`config.mk`:
```
export PLATFORM = sky130hd
export DESIGN_NAME = mem_responder
export DESIGN_NICKNAME = d
export VERILOG_FILES = /design/src/rtl/mem_responder.sv
export SDC_FILE = /design/constraint.sdc
export NUM_CORES = 1
export LEC_CHECK = 0
export ABC_AREA = 1
export ABC_CLOCK_PERIOD_IN_PS = 4550
export CAP_MARGIN = 20
export CORE_MARGIN = 10
export CORE_UTILIZATION = 50
export DETAILED_ROUTE_END_ITERATION = 10
export GPL_ROUTABILITY_DRIVEN = 1
export PLACE_DENSITY = 0.66
export SLEW_MARGIN = 40
export SYNTH_ARGS = -nofsm -noshare
export SYNTH_HDL_FRONTEND = slang
export SYNTH_SLANG_ARGS = --single-unit
export TNS_END_PERCENT = 20
```
`constraint.sdc`:
```
create_clock -name clk -period 4.55 [get_ports clk]
set_input_delay 0.91 -clock clk [delete_from_list [all_inputs] [get_ports clk]]
set_output_delay 0.91 -clock clk [all_outputs]
set_load 0.01 [all_outputs]
```
`src/rtl/mem_responder.sv`:
```
// mem_responder: target end of the VeriRISC controller memory interface.
// Services level mem_rd/mem_wr strobes against an internal word array,
// inserting WAIT_STATES cycles before raising mem_ready.
// Optional feature: define MEM_PARITY_EN to store an even-parity bit per word
// and flag read parity mismatches on parity_err; otherwise parity_err is 0.
module mem_responder #(
    parameter int DATA_WIDTH  = 8,
    parameter int ADDR_WIDTH  = 5,
    parameter int WAIT_STATES = 1
) (
    input  logic                  clk,
    input  logic                  reset,
    input  logic                  mem_rd,
    input  logic                  mem_wr,
    input  logic [ADDR_WIDTH-1:0] addr,
    input  logic [DATA_WIDTH-1:0] data_in,
    output logic [DATA_WIDTH-1:0] data_out,
    output logic                  mem_ready,
    output logic                  access_err,
    output logic                  parity_err
);

    localparam int DEPTH = 2 ** ADDR_WIDTH;
    localparam logic [3:0] CNT_INIT = (WAIT_STATES > 0) ? 4'(WAIT_STATES - 1) : 4'd0;
    localparam bit NO_WAIT = (WAIT_STATES == 0);

    generate
        if (WAIT_STATES < 0 || WAIT_STATES > 15) begin : g_bad_wait_states
            $error("mem_responder: WAIT_STATES must be within 0..15");
        end
    endgenerate

    typedef enum logic [1:0] {
        S_IDLE = 2'd0,
        S_WAIT = 2'd1,
        S_HOLD = 2'd2
    } state_t;

    state_t state;
    state_t state_next;

    logic [DATA_WIDTH-1:0] mem [DEPTH];

    logic [ADDR_WIDTH-1:0] addr_q;
    logic [DATA_WIDTH-1:0] data_q;
    logic                  op_q;     // 1 = write, 0 = read
    logic [3:0]            cnt;

    logic                  req_one;
    logic                  req_both;
    logic                  match;
    logic                  capture;
    logic                  complete;
    logic                  acc_op;
    logic [ADDR_WIDTH-1:0] acc_addr;
    logic [DATA_WIDTH-1:0] acc_data;
    logic [DATA_WIDTH-1:0] rd_word;
    logic                  ready_next;
    logic                  err_next;

    assign req_one  = mem_rd ^ mem_wr;
    assign req_both = mem_rd & mem_wr;
    // The live request still matches the one that was captured.
    assign match    = req_one && (mem_wr == op_q) && (addr == addr_q);
    assign rd_word  = mem[acc_addr];

    // State register.
    always_ff @(posedge clk or negedge reset) begin
        if (!reset) begin
            state <= S_IDLE;
        end else begin
            state <= state_next;
        end
    end

    // Next-state logic: accept, count down, abort on request change, hold.
    always_comb begin
        state_next = state;
        case (state)
            S_IDLE: begin
                if (req_one) begin
                    state_next = NO_WAIT ? S_HOLD : S_WAIT;
                end
            end
            S_WAIT: begin
                if (!match) begin
                    state_next = S_IDLE;
                end else if (cnt == '0) begin
                    state_next = S_HOLD;
                end
            end
            S_HOLD: begin
                if (!match) begin
                    state_next = S_IDLE;
                end
            end
            default: state_next = S_IDLE;
        endcase
    end

    // Output/control decode; in IDLE the live inputs feed a zero-wait access.
    always_comb begin
        capture  = (state == S_IDLE) && req_one;
        complete = 1'b0;
        acc_op   = op_q;
        acc_addr = addr_q;
        acc_data = data_q;
        if (state == S_IDLE) begin
            acc_op   = mem_wr;
            acc_addr = addr;
            acc_data = data_in;
            complete = req_one && NO_WAIT;
        end else if (state == S_WAIT) begin
            complete = match && (cnt == '0);
        end
        ready_next = complete || ((state == S_HOLD) && match);
        err_next   = (state == S_IDLE) && req_both;
    end

    // Captured request, wait counter and registered outputs.
    always_ff @(posedge clk or negedge reset) begin
        if (!reset) begin
            addr_q     <= '0;
            data_q     <= '0;
            op_q       <= 1'b0;
            cnt        <= '0;
            data_out   <= '0;
            mem_ready  <= 1'b0;
            access_err <= 1'b0;
        end else begin
            mem_ready  <= ready_next;
            access_err <= err_next;
            if (capture) begin
                addr_q <= addr;
                data_q <= data_in;
                op_q   <= mem_wr;
                cnt    <= CNT_INIT;
            end else if ((state == S_WAIT) && (cnt != '0)) begin
                cnt <= cnt - 4'd1;
            end
            if (complete && !acc_op) begin
                data_out <= rd_word;
            end
        end
    end

    // Word array write; gated by reset so an aborted access never lands.
    always_ff @(posedge clk) begin
        if (reset && complete && acc_op) begin
            mem[acc_addr] <= acc_data;
        end
    end

`ifdef MEM_PARITY_EN
    logic par_mem [DEPTH];
    logic par_bad;
    logic parity_q;

    assign par_bad    = (^rd_word) != par_mem[acc_addr];
    assign parity_err = parity_q;

    // Even-parity bit stored alongside each written word.
    always_ff @(posedge clk) begin
        if (reset && complete && acc_op) begin
            par_mem[acc_addr] <= ^acc_data;
        end
    end

    // Mismatch flag set on read completion, held through HOLD only.
    always_ff @(posedge clk or negedge reset) begin
        if (!reset) begin
            parity_q <= 1'b0;
        end else if (complete) begin
            parity_q <= !acc_op && par_bad;
        end else begin
            parity_q <= (state == S_HOLD) && match && parity_q;
        end
    end
`else
    assign parity_err = 1'b0;
`endif

endmodule
```
# --- Word level (Yosys, flattened, before mapping) ---
# Memories as Yosys holds them, arrays and structs flattened. A register that Yosys moved wholly into a read port is not among the register bits.
# Cells that the tools add are included.
classes:
  add_sub_neg: 1
  eq_ne: 7
  n_mux: 14
  n_bitwise: 2
  reduce_logical: 18
op_table:
  columns: ["cell", "count"]
  rows:
  - ["logical AND 1 bit", 10]
  - ["2-to-1 mux 2 bit", 4]
  - ["2-to-1 mux 4 bit", 2]
  - ["2-to-1 mux 8 bit", 1]
  - ["case mux 2 bit (3 select lines)", 1]
  - ["== test 5 bit", 1]
  - ["2-to-1 mux 1 bit", 5]
  - ["2-to-1 mux 5 bit", 1]
  - ["zero test 4 bit", 1]
  - ["!= test 2 bit (second input constant)", 2]
  - ["nonzero test 4 bit", 1]
  - ["subtractor 4 x 1 -> 4 bit (second input constant)", 1]
  - ["!= test 3 bit (second input constant)", 1]
  - ["AND reduction 3 bit", 1]
  - ["== test 2 x 1 -> 1 bit (second input constant)", 1]
  - ["== test 2 bit (second input constant)", 1]
  - ["zero test 1 bit", 2]
  - ["zero test 2 bit", 1]
  - ["nonzero test 2 bit", 1]
  - ["bitwise AND 1 bit", 1]
  - ["== test 1 bit", 1]
  - ["logical OR 1 bit", 1]
  - ["XOR 1 bit", 1]
totals:
  register_bits: 22
  ramBits: 256
  input_bits: 17
  output_inout_bits: 11
  elab_cells: 50
  mem_count: 1
mem_list:
  columns: ["memory", "depth", "width", "read_ports", "rd_ports_with_merged_regs", "wr", "line_no", "text"]
  rows:
  - ["mem", 32, 8, 1, 1, 1, "42", "logic [DATA_WIDTH-1:0] mem [DEPTH];"]

# --- Logic depth before layout (Yosys ltp) ---
# Gate-level depths: netlist (run 1).
logic_depth:
  word_depth: 10
  depth_mapped: 16
  ltp_nobuf: 14

# --- Worst setup path after synthesis (run 1) ---
# OpenSTA, ideal clock, no wires.
synth_path:
  kind: "in2reg"
  from: "input port mem_rd"
  to: "memory mem[16][0], enable pin"
  setup_time_ns: 0.383
  arrival_ns: 2.638
  required_ns: 4.167
  setup_slack_ns: 1.529
  cell_stages: 10
  path_buffers: 1
  cell_sequence: "ha_1 o21ai_0 nor2_1 nand2_1 nor2_2 nand2_1 nor2_2 nand3b_1 buf_2 nor3_1"
synth_between:
  elab_chain_cells: 10
synth_rtl:
  columns: ["element", "line_no", "text"]
  rows:
  - ["start: declaration", "13", "input logic mem_rd,"]
  - ["XOR 1 bit", "61", "assign req_one = mem_rd ^ mem_wr;"]
  - ["logical AND 1 bit (2 in series)", "64", "assign match = req_one && (mem_wr == op_q) && (addr == addr_q);"]
  - ["logical AND 1 bit", "114", "complete = match && (cnt == '0);"]
  - ["2-to-1 mux 1 bit", "113", "end else if (state == S_WAIT) begin"]
  - ["2-to-1 mux 1 bit", "108", "if (state == S_IDLE) begin"]
  - ["logical AND 1 bit (2 in series)", "149", "if (reset && complete && acc_op) begin"]
  - ["2-to-1 mux 1 bit", "149", null]
  - ["2-to-1 mux 1 bit (not written as such)", "150", "mem[acc_addr] <= acc_data;"]
  - ["end: declaration", "42", null]
# No other way between the ends.

# --- Worst setup path in the final report (run 1) ---
layout_path:
  from: "register state[1]"
  to: "memory mem[28][1], enable pin"
layout_between:
  elab_chain_cells: 7
  elab_cells_between_ends: 10
  cone_classes: "eq/ne (1); mux (6); reduce/logical (3)"
layout_rtl:
  columns: ["element", "line_no", "text"]
  rows:
  - ["start: declaration", "39", "state_t state;"]
  - ["start signal: assignment", "72", "state <= state_next;"]
  - ["== test 2 x 1 -> 1 bit", "113", null]
  - ["2-to-1 mux 1 bit", "113", null]
  - ["2-to-1 mux 1 bit", "108", null]
  - ["logical AND 1 bit (2 in series)", "149", null]
  - ["2-to-1 mux 1 bit", "149", null]
  - ["2-to-1 mux 1 bit (not written as such)", "150", null]
# Parallel ways exist; a longest one is shown, timed or not.

==> impl_metrics.json, run 1 <==
{
  "final_cell_mix": "nand2_1 (610), edfxtp_1 (256), nand3_1 (130), buf_4 (55), inv_1 (52)",
  "setup_viol": 0,
  "ys.flop_type": "edfxtp_1",
  "end_kind": "register",
  "synth_seq_cells": 286,
  "post_route_cells_drive_above_1_share_pct": 10.5,
  "multi_input_area_um2": 3720,
  "drtIter0Drc": 1001,
  "start_kind": "register",
  "io_buffers": 26,
  "fmax_mhz": 330,
  "io_pins": 28,
  "grt_pass1_vias": 8806,
  "yosysWarnings": 0,
  "num_vias": 9093,
  "grt_usage_pct": 19.9,
  "antenna_left": 0,
  "syn_area_um2": 12700,
  "drt_first_pass_iters": 5,
  "synthesis.instances": 1274,
  "worst_skew_pair.late_latency_ps": 550,
  "grt_pass1_wl_mm": 49.9,
  "critical_path_required_ps": 4810,
  "finalCritPeriodShare_pct": 66.7,
  "min_path_type": "register to register",
  "antenna_cells": 0,
  "p_leak_nw": 6.10,
  "clockBufferDepth": 3,
  "clk_pin_slew_ps": 60,
  "irDropWorstVdd_v": 0.000331,
  "synthToLayoutAreaGrowth_pct": 14.6,
  "start_util_pct": 50.6,
  "rsz0062_at_grt": "no",
  "regArea_um2": 8440,
  "root_buffer": "clkbuf_16",
  "cts_buffers": 30,
  "fp.dieW_um": 179,
  "rows": 58,
  "die_area_um2": 32100,
  "die_h_um": 179,
  "top_usage_layer": "met2",
  "relSlewSlack_pct": 53.2,
  "wl_mm": 31.8,
  "drc": 0,
  "grt_util_met2_pct": 32.8,
  "gr-usage-met1_pct": 27.5,
  "hold_viol_final": 0,
  "fin_crit_ps": 3030,
  "post_cts_resized": 0,
  "tightestPinTransition_ps": 699,
  "hold_buffers": 0,
  "detailed_place_hpwl_mm": 18.4,
  "avgSynthCellArea_um2": 9.94,
  "cts_tree": "yes",
  "layout_commonest_cell": "nand2_1",
  "final_max_slew_viol_count": 0,
  "antenna_found_initial": 0,
  "ys_seq_area_share_pct": 66.7,
  "holdWs_ps": 487,
  "core_area_um2": 25000,
  "arrival_ps": 3290,
  "status": "complete, no violations",
  "grt_max_degree": 74,
  "fin_worst_skew_ps": 11.8,
  "wl_per_cell_um": 18.9,
  "power_density_nw_per_um2": 478,
  "gr-total-overflow": 0,
  "synth_fp_nets": 1293,
  "setup_tns_ps": 0,
  "critPathKind": "register to register",
  "crit_fanout": 31,
  "vias_per_cell": 5.42,
  "nNetsFinal": 1344,
  "cap_violations": 0,
  "ys_async_sr_fraction_pct": 10.5,
  "htreeDepth": 1,
  "cts_sinks": 286,
  "post_cts_buffers": 0,
  "met3_usage_pct": 2.55,
  "synth_cell_types": 32,
  "synth_edf_count": 256,
  "place.gp.congestion": 0.852,
  "nFillCells": 2133
}
[worst max-delay path, cell delays in order, from the launching register on]
cell and delay, ps:
dfrtp_1 440, nor2_4 440, nand2_1 170, nand2_2 560, nand2_1 590, nor3_1 320, buf_4 210
[per-layer routing]
| layer | vias to the layer above | wire length, µm |
|---|---|---|
| met3 | 51 | 2150 |
| met4 | 0 | 662 |
| met5 | - | 0 |
| met1 | 4376 | 13700 |
| li1 | 4332 | - |
| met2 | 334 | 15200 |
[cell usage after synthesis, types with 2 or more instances]
master | n | area share, %
dfrtp_1 | 30 | 5.9
o21ai_4 | 3 | 0.39
buf_2 | 44 | 1.7
a21oi_1 | 2 | 0.079
a31o_2 | 2 | 0.14
nor3_4 | 3 | 0.39
nor2_2 | 2 | 0.099
nand4_1 | 2 | 0.099
nor3_1 | 33 | 1.3
nor2_1 | 23 | 0.68
o21ai_1 | 3 | 0.12
nand3_1 | 130 | 5.1
nand3_2 | 2 | 0.16
nand2_1 | 615 | 18
a31oi_1 | 2 | 0.099
clkbuf_1 | 14 | 0.42
edfxtp_1 | 256 | 61
nor3_2 | 3 | 0.24
inv_2 | 6 | 0.18
o21ai_0 | 29 | 1.1
inv_1 | 53 | 1.6
ha_1 | 2 | 0.20
buf_4 | 6 | 0.36
[stage by stage]
| step | power (mW) | instance area, µm² | setup slack (ps) | std cells | utilization [%] |
|---|---|---|---|---|---|
| final | 6.93 | 14500 | 1520 | 1678 | 58.0 |
| after global routing | 7.23 | 14500 | 1290 | 1678 | 58.0 |
| after CTS | 6.95 | 14500 | 1470 | 1677 | 57.9 |
| after detailed placement | 4.49 | 13500 | 897 | 1622 | 53.9 |
| after global placement | 4.47 | 13500 | 907 | 1622 | 53.9 |
| after floorplan | 4.00 | 12700 | 1530 | 1274 | - |
[flip-flops by register name, indices dropped and copies added (netlist names)]
name	count
cnt	4
op_q	1
mem	256
access_err	1
mem_ready	1
state	2
data_q	8
data_out	8
addr_q	5
[kinds of logic (layout without fill, tap and decap cells)]
| logic type | count (synthesis) | after routing | synth area share, % |
|---|---|---|---|
| xor+xnor | 1 | 1 | 0.0692 |
| buf+inv | 124 | 198 | 4.35 |
| simple gates | 817 | 817 | 26.6 |
| compound gates | 43 | 43 | 2.08 |
| flops | 286 | 286 | 66.7 |
| other cells | 1 | 1 | 0.0296 |
| fa+ha+maj | 2 | 2 | 0.198 |
[final timing paths]
| path | startpoint | end | slack [ps] | cells after the start |
|---|---|---|---|---|
| min | data_q[3]$_DFFE_PN0P_ | data_q[3]$_DFFE_PN0P_ | 490 | 2 |
| min reg2reg | data_q[3]$_DFFE_PN0P_ | data_q[3]$_DFFE_PN0P_ | 490 | 2 |
| max in group asynchronous | reset | data_out[2]$_DFFE_PN0P_ | 3490 | 2 |
| min in group asynchronous | reset | cnt[3]$_DFFE_PN0P_ | 770 | 2 |
| max | state[1]$_DFFE_PN0P_ | mem[28][1]$_DFFE_PP_ | 1520 | 6 |
| max reg2reg | state[1]$_DFFE_PN0P_ | mem[28][1]$_DFFE_PP_ | 1520 | 6 |
[where the power goes]
part           leakage, nW  total, mW  internal, mW  switching (mW)
Combinational         2.94       1.38         0.357            1.02
Sequential            2.66       3.07          3.03          0.0462
Clock                0.493       2.48          1.49           0.990
[area by class of cell]
class                      count  share of cell area [%]
tap                          330                    2.85
clock buffer                  34                    5.28
multi-input combinational    864                    25.7
inverter                      59                    1.53
sequential                   286                    58.2
timing repair buffer          84                    4.90
clock inverter                21                    1.63
Note: power is estimated with default switching activity, not from simulation.
==> run 2, diff against run 1 <==
ABC_CLOCK_PERIOD_IN_PS = 2500   (was 4550)
PLACE_DENSITY = 0.69   (was 0.66)
clock period = 2.5 ns   (was 4.55 ns; I/O delays follow)
==> run 2 against run 1 <==
Wire length shrank 2.2%. Register-to-register slack lost 1400 ps. Hold slack lost 42 ps. Flip-flop and latch count is the same. Global-route usage shrank 0.16 points.
==> impl_metrics.json, run 2 (synthesized netlist as in run 1, its figures left out) <==
{
  "worst_skew_pair.late_latency_ps": 560,
  "worstPathCellList": "inv_1 > nand2_1 > nand2_2 > nand2_2 > buf_12 > nand2_1 > nand2_1 > nand2_1 > nand2_1 > nand2_1 > nand2_1 > nor2_1 > nand3_1 > nand2_1 > inv_1",
  "wl_met3_mm": 2.33,
  "fin_crit_ps": 2370,
  "detailed_place_hpwl_mm": 19.4,
  "cts_tree": "yes",
  "post_route_cells_drive_above_1_share_pct": 13.6,
  "io_pins": 28,
  "fmax_mhz": 423,
  "max_stage_delay_ps": 410,
  "cts_sinks": 286,
  "nNetsFinal": 1387,
  "clockBufferDepth": 3,
  "final_max_slew_viol_count": 0,
  "final_area_um2": 15100,
  "status": "complete, no violations",
  "rsz0062_at_grt": "no",
  "wl_mm": 31.1,
  "drtIter0Drc": 784,
  "power_density_nw_per_um2": 858,
  "met2_length_mm": 14.6,
  "fin_util_pct": 60.1,
  "maxUsedRoutingLayer": "met4",
  "drt_first_pass_iters": 7,
  "core_area_um2": 25000,
  "r2r_start": "state[0]$_DFFE_PN0P_",
  "antenna_cells": 0,
  "largestRegisters": "mem: 256 flops, data_out: 8 flops, data_q: 8 flops",
  "place.gp.congestion": 0.893,
  "p_leak_nw": 6.39,
  "grt_max_degree": 74,
  "drc": 0,
  "vias_per_cell": 5.31,
  "die_h_um": 179,
  "placed_area_um2": 14000,
  "critPathKind": "register to register",
  "crit_fanout": 19,
  "finalCritPeriodShare_pct": 94.7,
  "num_vias": 9127,
  "regToRegEndpoint": "data_out[3]$_DFFE_PN0P_",
  "ff2ff_path_depth": 15,
  "start_util_pct": 50.6,
  "die_area_um2": 32100,
  "cts_buffers": 28,
  "r2r_setup_slack_ps": 130,
  "grt_pass1_vias": 8885,
  "antenna_found_initial": 0,
  "cap_violations": 0,
  "layout_commonest_cell": "nand2_1",
  "rows": 58,
  "final_cell_mix": "nand2_1 (611), edfxtp_1 (256), nand3_1 (130), buf_4 (86), inv_1 (52)",
  "largest_register_ffs": 256,
  "grt_pass1_wl_mm": 49.3,
  "fp.dieW_um": 179,
  "cp_slowest_cell": "dfrtp_1",
  "critPathTopFamily": "simple AND/OR/NAND/NOR gates",
  "irDropWorstVdd_v": 0.000855,
  "min_path_type": "input pin to asynchronous set/reset pin",
  "fin_worst_skew_ps": 17.5,
  "io_buffers": 26,
  "hold_viol_final": 0,
  "antenna_left": 0,
  "root_buffer": "clkbuf_16",
  "largest-register": "mem",
  "critical_path_required_ps": 2950,
  "start_kind": "register",
  "grt_usage_pct": 19.7,
  "synthToLayoutAreaGrowth_pct": 18.9,
  "wl_per_cell_um": 18.1,
  "gr-total-overflow": 0,
  "hold_buffers": 0,
  "drt-met1-wl_mm": 13.4,
  "path_buf_inv": 3,
  "end_kind": "register",
  "arrival_ps": 2810,
  "clk_pin_slew_ps": 70,
  "crit_top_cell": "nand2_1",
  "setup_viol": 0,
  "report.power.total_mw": 12.9,
  "htreeDepth": 1
}
-- run 2: stage by stage --
| step | TNS [ps] | hold slack [ps] | cells | setup WS, ps |
|---|---|---|---|---|
| floorplan | -73080 | 204 | 1274 | -181 |
| global placement | -65700 | 467 | 1664 | -298 |
| detailed placement | -72500 | 474 | 1664 | -322 |
| CTS | 0 | 454 | 1716 | 56.1 |
| global route | 0 | 475 | 1720 | 6.57 |
| finish | 0 | 445 | 1720 | 134 |
-- run 2: what timing repair did --
| item | in CTS | in global routing |
|---|---|---|
| hold endpoints to repair | 0 | 0 |
| resized for setup | 0 | 0 |
| buffers inserted | 0 | 4 |
| endpoints found under the setup margin | 0 | 53 |
-- run 2: power by group --
part | leakage [nW] | internal (mW) | switching, mW
registers | 2.66 | 5.51 | 0.0824
clock network | 0.492 | 2.69 | 1.83
logic | 3.23 | 0.905 | 1.90
total | 6.39 | 9.11 | 3.82
-- run 2: per-layer routing --
metal,up-vias,track usage (%)
met5,-,0
li1,4409,-
met2,358,31.9
met3,58,2.76
met4,0,5.50
met1,4302,27.4
-- run 2: cell type report --
class	instances	area [µm²]
inverter	59	221
sequential	286	8440
timing repair buffer	129	1250
clock inverter	24	310
fill	2062	9980
multi-input combinational	864	3720
tap	330	413
clock buffer	28	701
-- run 2: worst max-delay path by stage --
stage                              end            startpoint  cells after the start
5_1_grt        data_out[3]$_DFFE_PN0P_  state[0]$_DFFE_PN0P_                     15
4_1_cts           mem[24][4]$_DFFE_PP_  state[1]$_DFFE_PN0P_                      8
3_3_place_gp      mem[17][6]$_DFFE_PP_                mem_wr                     12
2_1_floorplan      mem[0][0]$_DFFE_PP_  state[0]$_DFFE_PN0P_                      5
6_report       data_out[3]$_DFFE_PN0P_  state[0]$_DFFE_PN0P_                     15
3_5_place_dp      mem[24][5]$_DFFE_PP_                mem_wr                     12
